## src/rtl/jacobi_accum_engine.sv

```systemverilog
// jacobi_accum_engine: one Jacobi sweep over an N-row vector held in a
// ping-pong V SRAM. Each new word is (y[i] + v[i-1] + v[i+1]) >>> 2, which is
// the update for a tridiagonal system with diagonal 4 and off-diagonals -1.
// The current vector is read from the latched section and the result is
// written to the opposite section, one row per cycle.
module jacobi_accum_engine #(
   parameter int N  = 16,
   parameter int AW = 4,
   parameter int DW = 16
) (
   input  logic          clock,
   input  logic          reset,
   input  logic          in_enableAccumCalc,
   input  logic          in_vsram_section,
   output logic          op_accumCalcDoneFlag,
   output logic          op_ysram_re,
   output logic [AW-1:0] op_ysram_addr,
   input  logic [DW-1:0] in_ysram_rdata,
   output logic          op_vsram_re,
   output logic [AW:0]   op_vsram_raddr,
   input  logic [DW-1:0] in_vsram_rdata,
   output logic          op_vsram_we,
   output logic [AW:0]   op_vsram_waddr,
   output logic [DW-1:0] op_vsram_wdata
);

   localparam logic [AW+1:0] N_W = (AW+2)'(N);

   typedef enum logic [1:0] {IDLE, PRIME, RUN, DONE} state_t;

   state_t               state;
   logic                 armed;
   logic                 section;
   logic                 rd_valid_d;
   logic [AW-1:0]        rd_idx;
   logic [DW-1:0]        v_prev;
   logic [DW-1:0]        v_cur;
   logic [DW-1:0]        v_next;
   logic [AW+1:0]        idx1;
   logic [AW+1:0]        idx2;
   logic signed [DW+1:0] sum;
   logic signed [DW+1:0] shifted;

   // Look-ahead row indices, one bit wider than needed so N = 2^AW compares cleanly
   always_comb begin
      idx1 = {2'b00, rd_idx} + (AW+2)'(1);
      idx2 = {2'b00, rd_idx} + (AW+2)'(2);
   end

   // Sweep sequencer: start/arm handshake, read issue, write strobe, done pulse, sliding window
   always_ff @(posedge clock or posedge reset) begin
      if (reset) begin
         state                <= IDLE;
         armed                <= 1'b1;
         section              <= 1'b0;
         rd_valid_d           <= 1'b0;
         rd_idx               <= '0;
         v_prev               <= '0;
         v_cur                <= '0;
         op_accumCalcDoneFlag <= 1'b0;
         op_ysram_re          <= 1'b0;
         op_ysram_addr        <= '0;
         op_vsram_re          <= 1'b0;
         op_vsram_raddr       <= '0;
         op_vsram_we          <= 1'b0;
         op_vsram_waddr       <= '0;
      end else begin
         op_accumCalcDoneFlag <= 1'b0;
         rd_valid_d           <= op_vsram_re;
         // Each returning V word slides the window; v_next is the word on the bus
         if (rd_valid_d) begin
            v_prev <= v_cur;
            v_cur  <= in_vsram_rdata;
         end
         case (state)
            IDLE: begin
               op_ysram_re <= 1'b0;
               op_vsram_re <= 1'b0;
               op_vsram_we <= 1'b0;
               if (!in_enableAccumCalc) begin
                  armed <= 1'b1;
               end else if (armed) begin
                  armed          <= 1'b0;
                  section        <= in_vsram_section;
                  rd_idx         <= '0;
                  v_prev         <= '0;
                  v_cur          <= '0;
                  op_vsram_re    <= 1'b1;
                  op_vsram_raddr <= {in_vsram_section, {AW{1'b0}}};
                  state          <= PRIME;
               end
            end
            PRIME: begin
               if (!in_enableAccumCalc) begin
                  op_ysram_re <= 1'b0;
                  op_vsram_re <= 1'b0;
                  op_vsram_we <= 1'b0;
                  state       <= IDLE;
               end else begin
                  op_ysram_re   <= 1'b1;
                  op_ysram_addr <= '0;
                  rd_idx        <= '0;
                  if (N_W > (AW+2)'(1)) begin
                     op_vsram_re    <= 1'b1;
                     op_vsram_raddr <= {section, idx1[AW-1:0]};
                  end else begin
                     op_vsram_re <= 1'b0;
                  end
                  state <= RUN;
               end
            end
            RUN: begin
               if (!in_enableAccumCalc) begin
                  op_ysram_re <= 1'b0;
                  op_vsram_re <= 1'b0;
                  op_vsram_we <= 1'b0;
                  state       <= IDLE;
               end else begin
                  // A Y read this cycle means its row is written next cycle
                  op_vsram_we    <= op_ysram_re;
                  op_vsram_waddr <= {~section, op_ysram_addr};
                  if (idx1 < N_W) begin
                     op_ysram_re   <= 1'b1;
                     op_ysram_addr <= idx1[AW-1:0];
                     rd_idx        <= idx1[AW-1:0];
                     if (idx2 < N_W) begin
                        op_vsram_re    <= 1'b1;
                        op_vsram_raddr <= {section, idx2[AW-1:0]};
                     end else begin
                        op_vsram_re <= 1'b0;
                     end
                  end else begin
                     op_ysram_re <= 1'b0;
                     op_vsram_re <= 1'b0;
                  end
                  // Last row is being written and nothing is left in flight
                  if (!op_ysram_re && op_vsram_we) begin
                     op_accumCalcDoneFlag <= 1'b1;
                     state                <= DONE;
                  end
               end
            end
            DONE: begin
               op_ysram_re <= 1'b0;
               op_vsram_re <= 1'b0;
               op_vsram_we <= 1'b0;
               state       <= IDLE;
            end
            default: state <= IDLE;
         endcase
      end
   end

   // Write datapath: the Y word and right neighbour arrive on the read buses in the
   // write cycle itself, so wdata is formed combinationally and gated by the registered strobe
   always_comb begin
      v_next  = rd_valid_d ? in_vsram_rdata : '0;
      sum     = $signed({{2{in_ysram_rdata[DW-1]}}, in_ysram_rdata})
              + $signed({{2{v_prev[DW-1]}}, v_prev})
              + $signed({{2{v_next[DW-1]}}, v_next});
      shifted = sum >>> 2;
      op_vsram_wdata = op_vsram_we ? shifted[DW-1:0] : '0;
   end

endmodule

```

## config.mk

```make
export PLATFORM = sky130hd
export DESIGN_NAME = jacobi_accum_engine
export DESIGN_NICKNAME = d
export VERILOG_FILES = /design/src/rtl/jacobi_accum_engine.sv
export SDC_FILE = /design/constraint.sdc
export NUM_CORES = 1
export LEC_CHECK = 0
export ABC_CLOCK_PERIOD_IN_PS = 6300
export CORE_MARGIN = 8
export CORE_UTILIZATION = 53
export CTS_CLUSTER_SIZE = 20
export DETAILED_ROUTE_END_ITERATION = 6
export GPL_TIMING_DRIVEN = 0
export PLACE_DENSITY = 0.81
export SYNTH_ARGS = -nofsm -noshare
export SYNTH_HDL_FRONTEND = slang
export SYNTH_SLANG_ARGS = --single-unit
```

## constraint.sdc

```tcl
create_clock -name clock -period 6.3 [get_ports clock]
set_input_delay 1.89 -clock clock [delete_from_list [all_inputs] [get_ports clock]]
set_output_delay 1.89 -clock clock [all_outputs]
set_load 0.1 [all_outputs]
```

Word level (Yosys, flattened, before mapping) --
Index checks and enable logic that the tools add are counted.
Word-level totals: flip-flop bits (word level) 59, bits of input ports 36, output and inout port bits 34, logic and storage cells 91
Operators by class: add/sub/neg operators 4, magnitude comparators 2, eq/ne operators 11, muxes and demuxes 47, bitwise gates (word level) 1, reduce and logical (&&, ||, !) cells 12
Operator list (number):
- 16-bit 2-to-1 mux | 10
- 5-bit 2-to-1 mux | 6
- 4-bit 2-to-1 mux | 5
- 17-bit by 16-bit adder with 18-bit output | 1
- 16-bit by 16-bit adder with 17-bit output | 1
- 5-bit one-hot mux with 3 select lines | 1
- 1-bit 2-to-1 mux | 14
- 2-bit inequality test, second input constant | 7
- 4-bit one-hot mux with 3 select lines | 1
- 5-bit < comparator, second input constant | 2
- 2-bit 2-to-1 mux | 5
- 2-bit one-hot mux with 4 select lines | 1
- 4-bit one-hot mux with 2 select lines | 1
- 7-bit AND reduction | 1
- 1-bit one-hot mux with 3 select lines | 2
- 3-bit AND reduction | 2
- 6-bit AND reduction | 1
- 4-bit by 1-bit adder with 5-bit output, second input constant | 1
- 4-bit by 2-bit adder with 5-bit output, second input constant | 1
- 2-bit == test, second input constant | 2
- 1-bit one-hot mux with 4 select lines | 1
- 4-bit AND reduction | 1
- 3-bit inequality test, second input constant | 1
- 3-bit nonzero test | 1
- other kinds (8) | 8

Longest topological paths before layout --
depth in word-level cells 6, gate-level depth with buffers 11, gate-level depth less buffers 9

Worst setup path after synthesis --
OpenSTA, ideal clock, no wires.
path type in2out, start point input port in_vsram_rdata[1], end point output port op_vsram_wdata[11], arrival 5.877 ns, data required time 4.410 ns, path slack -1.467 ns, stages 9, path buffers 0, cells stage by stage and2_1 > fa_1 > o21a_1 > fa_1 > a21o_1 > a221oi_2 > nor4_2 > o21a_1 > nor3_1
Between the ends: cells in the longest elaborated chain, start to end 3
RTL lines:
- start: declaration | RTL line 21 | input logic [DW-1:0] in_vsram_rdata,
- 16-bit 2-to-1 mux | RTL line 157 | v_next = rd_valid_d ? in_vsram_rdata : '0;
- 17-bit by 16-bit adder with 18-bit output | RTL line 160 | + $signed({{2{v_next[DW-1]}}, v_next});
- 16-bit 2-to-1 mux | RTL line 162 | op_vsram_wdata = op_vsram_we ? shifted[DW-1:0] : '0;
- end: declaration | RTL line 24 | output logic [DW-1:0] op_vsram_wdata
Every way passes these cells.

Worst setup path after layout --
start point input port in_vsram_rdata[2], end point output port op_vsram_wdata[13]
The elaborated chain is that of the path after synthesis.

==> out/metrics.yaml <==
run_status:
  status: "finished, violations left"
  violations: "setup timing"
place:
  dp_hpwl_microns: 7470
  place_congestion: 0.892
  port_buffers: 69
  dpl_worst_slack_ns: -1.55
  dpl.cell_count: 560
route:
  m1WireLength_microns: 4490
  antenna_left: 0
  wl_met3_microns: 731
  dr.pass1.iters: 4
  post_drt_wl_per_cell_microns: 19.9
  vias_per_cell: 5.87
  initialDrtViolationCount: 185
  top_layer_used: "met4"
  drt-total-wl_microns: 12000
  vias: 3540
  drc: 0
  met2_wirelength_microns: 6230
grt:
  grt.total_usage_pct: 21.9
  grt_first_pass_wirelength_microns: 17500
  grt_pass1_vias: 3533
  grt-ovfl-total: 0
  antenna_found_initial: 0
  grt_max_degree: 43
sta:
  post-route-period-util_pct: 102
  tightest_slew_ns: 1.07
  slew_headroom_pct: 28.8
  holdWs_ns: 0.423
  fin_ws_ns: -0.153
  hold_viol: 0
  slew_violations: 0
  max_freq_mhz: 155
  setup_viol: 9
  tns_ns: -0.789
  fin_crit_ns: 6.45
  rsz0062_at_grt: "yes"
  fin_skew_ns: 0.00774
worst_hold_path:
  hp-class: "reg2reg"
setup_path:
  required_ns: 4.41
  slowest_stage: "fa_2"
  cp-startpoint: "in_vsram_rdata[2]"
  critPathKind: "in2out"
  start_kind: "input port"
  endpoint: "op_vsram_wdata[13]"
  reg2reg_to: "op_vsram_raddr[2]"
  reg2reg_from: "state[0]"
  critical_path_arrival_ns: 4.56
  slowest_delay_ns: 0.49
  r2r_cells: 8
  end_kind: "output port"
  critPathMaxFanout: 4
  rrSetupSlack_ns: 4.01
  worstPathCellList: "buf_6 > and2_4 > fa_2 > buf_6 > fa_2 > a21o_1 > a221oi_4 > nor4_4 > or3_4 > o311ai_4 > buf_12"
cts:
  htreeDepth: 3
  cts_tree: "yes"
  cts_buffers: 9
  clkLatencyLatePin_ns: 0.34
  ctsHoldBuffers: 0
  clk_pin_slew_ns: 0.07
  cts_sinks: 59
  cts_buffer_depth: 2
  root_buffer: "clkbuf_8"
synth:
  synth_edf_count: 0
  synthCells: 391
  ys_seq_area_share_pct: 38.2
  syn_avg_cell_area_sq_um: 9.90
  synth_nets: 466
  netlist_area_sq_um: 3870
  synth-seq-cells: 59
  ys_types: 58
  yosysWarnings: 0
  synthFlopType: "dfrtp_1"
  ys_async_sr_fraction_pct: 100
finish:
  n_antenna_cell: 0
  nFillCells: 411
  final_util_pct: 78.4
  drive_gt1_share_pct: 31.0
  multiInputGateArea_sq_um: 2720
  area_delta_synth_final_pct: 45.4
  seqCellArea_sq_um: 1480
  num-nets-final: 574
  stdcell_count: 603
job:
  maxCapViolCount: 0
power_and_ir_drop:
  clkPwrFrac_pct: 9.3
  combPwrFrac_pct: 71.9
  switching_share_pct: 48.9
  seq_power_share_pct: 18.8
  power.leakage_nw: 2.55
  p_switching_mw: 1.60
  ir_worst_vdd_uv: 309
  pwr_density_cell_nw_per_um2: 583
  p_int_mw: 1.67
floorplan:
  fp-row-count: 31
  die_x_microns: 101
  die_h_microns: 101
  initial_utilization_pct: 53.9
  dieArea_sq_um: 10300
  core_area_sq_um: 7180
  io_pins: 70
==> Yosys cell counts (2+ instances only) <==
cell type | number | area [sq um]
a22oi_1 | 2 | 15.0
nor3_1 | 3 | 15.0
nor2b_1 | 3 | 18.8
o21ai_1 | 5 | 25.0
inv_1 | 13 | 48.8
and3_1 | 3 | 18.8
nand2_1 | 29 | 109
nand2b_1 | 9 | 56.3
o21a_1 | 8 | 60.1
a221oi_2 | 2 | 30.0
and2_1 | 18 | 113
buf_2 | 3 | 15.0
nor3b_1 | 3 | 22.5
o21ai_0 | 7 | 35.0
o22ai_1 | 2 | 12.5
ha_1 | 23 | 288
a21oi_1 | 27 | 135
nand3_1 | 7 | 35.0
mux2_1 | 6 | 67.6
nor2_1 | 53 | 199
xor2_1 | 7 | 61.3
o311a_1 | 2 | 20.0
clkbuf_1 | 13 | 48.8
a31oi_1 | 3 | 18.8
fa_1 | 16 | 320
a21o_1 | 5 | 37.5
inv_2 | 2 | 7.51
nand4_1 | 3 | 18.8
xnor2_1 | 4 | 35.0
mux2_2 | 4 | 45.0
o31ai_1 | 3 | 22.5
o311ai_1 | 2 | 17.5
mux2i_1 | 19 | 190
dfrtp_1 | 58 | 1450
==> state kept, by name, indices dropped and copies added (netlist names) <==
register and count:
state 2, armed 1, v_prev 16, op_vsram_waddr 5, section 1, op_accumCalcDoneFlag 1
op_vsram_raddr 5, op_ysram_addr 4, v_cur 16, op_vsram_re 1, rd_idx 4, rd_valid_d 1
op_ysram_re 1, op_vsram_we 1
==> final cells by class <==
type | count | share of cell area [%]
multi-input cells | 299 | 48.4
flip-flops and latches | 59 | 26.3
inverters | 15 | 1.00
clock buffers | 10 | 2.27
clock inverters | 6 | 0.756
repair buffers | 99 | 17.8
well taps | 99 | 2.20
plain buffers | 16 | 1.25
==> repair_timing <==
item | 4_1_cts | 5_1_grt
gates resized for setup | 180 | 37
setup endpoints to repair | 16 | 14
pin swaps | 42 | 46
buffers inserted | 11 | 18
==> worst min path at each step <==
stage,startpoint,end,cells after the start
2_1_floorplan,section,op_vsram_waddr[4],1
3_3_place_gp,op_vsram_re,rd_valid_d,0
3_5_place_dp,op_vsram_re,rd_valid_d,0
4_1_cts,op_vsram_re,rd_valid_d,0
5_1_grt,op_vsram_re,rd_valid_d,0
6_report,op_vsram_re,rd_valid_d,0
==> critical path: cells and delay by family <==
family	cells	cell delay [ns]
simple gates	3	0.61
buf+inv	3	0.46
fa+ha+maj	2	0.88
compound gates	3	0.72
==> cells in the final DEF, fill, tap and decap left out, types with 6 or more instances in the layout <==
cell type	count
a21oi_1	20
dlygate4sd2_1	9
mux2i_1	18
clkbuf_8	9
o21ai_0	6
buf_6	6
buf_4	28
ha_1	9
mux2_1	6
nand2b_1	9
inv_1	12
nor2_2	8
nor2_1	41
a21oi_2	6
o21a_1	7
nand3_1	7
and2_4	13
fa_1	11
buf_12	9
clkdlybuf4s50_1	31
dlymetal6s2s_1	8
nand2_1	27
ha_4	13
dfrtp_1	58
clkbuf_1	13
==> stage by stage <==
stage          instance area (sq um)  power [mW]
3_5_place_dp                    4810        2.23
4_1_cts                         5380        2.89
3_3_place_gp                    4790        2.18
2_1_floorplan                   3970        1.87
5_1_grt                         5630        3.44
6_report                        5630        3.28
==> layer usage <==
metal  vias to the layer above  global-route usage, %
li1                       1574                      -
met1                      1745                   23.7
met2                       168                   39.6
met3                        53                   5.43
met4                         0                   9.74
met5                         -                      0
==> power groups by stage <==
stage,Sequential [mW],Clock (mW),Combinational [mW]
detailed placement,0.614,0,1.62
global route,0.632,0.325,2.48
floorplan,0.735,0,1.14
finish,0.616,0.305,2.36
global placement,0.604,0,1.57
CTS,0.607,0.309,1.97
==> cells by family after synthesis <==
kind of cell	after synthesis	synth area share [%]
buf+inv	33	3.49
xor+xnor	11	2.49
fa+ha+maj	39	15.7
flops	59	38.2
compound gates	82	14.7
simple gates	138	17.6
mux	29	7.82
Power figures use the tool's default switching activity.
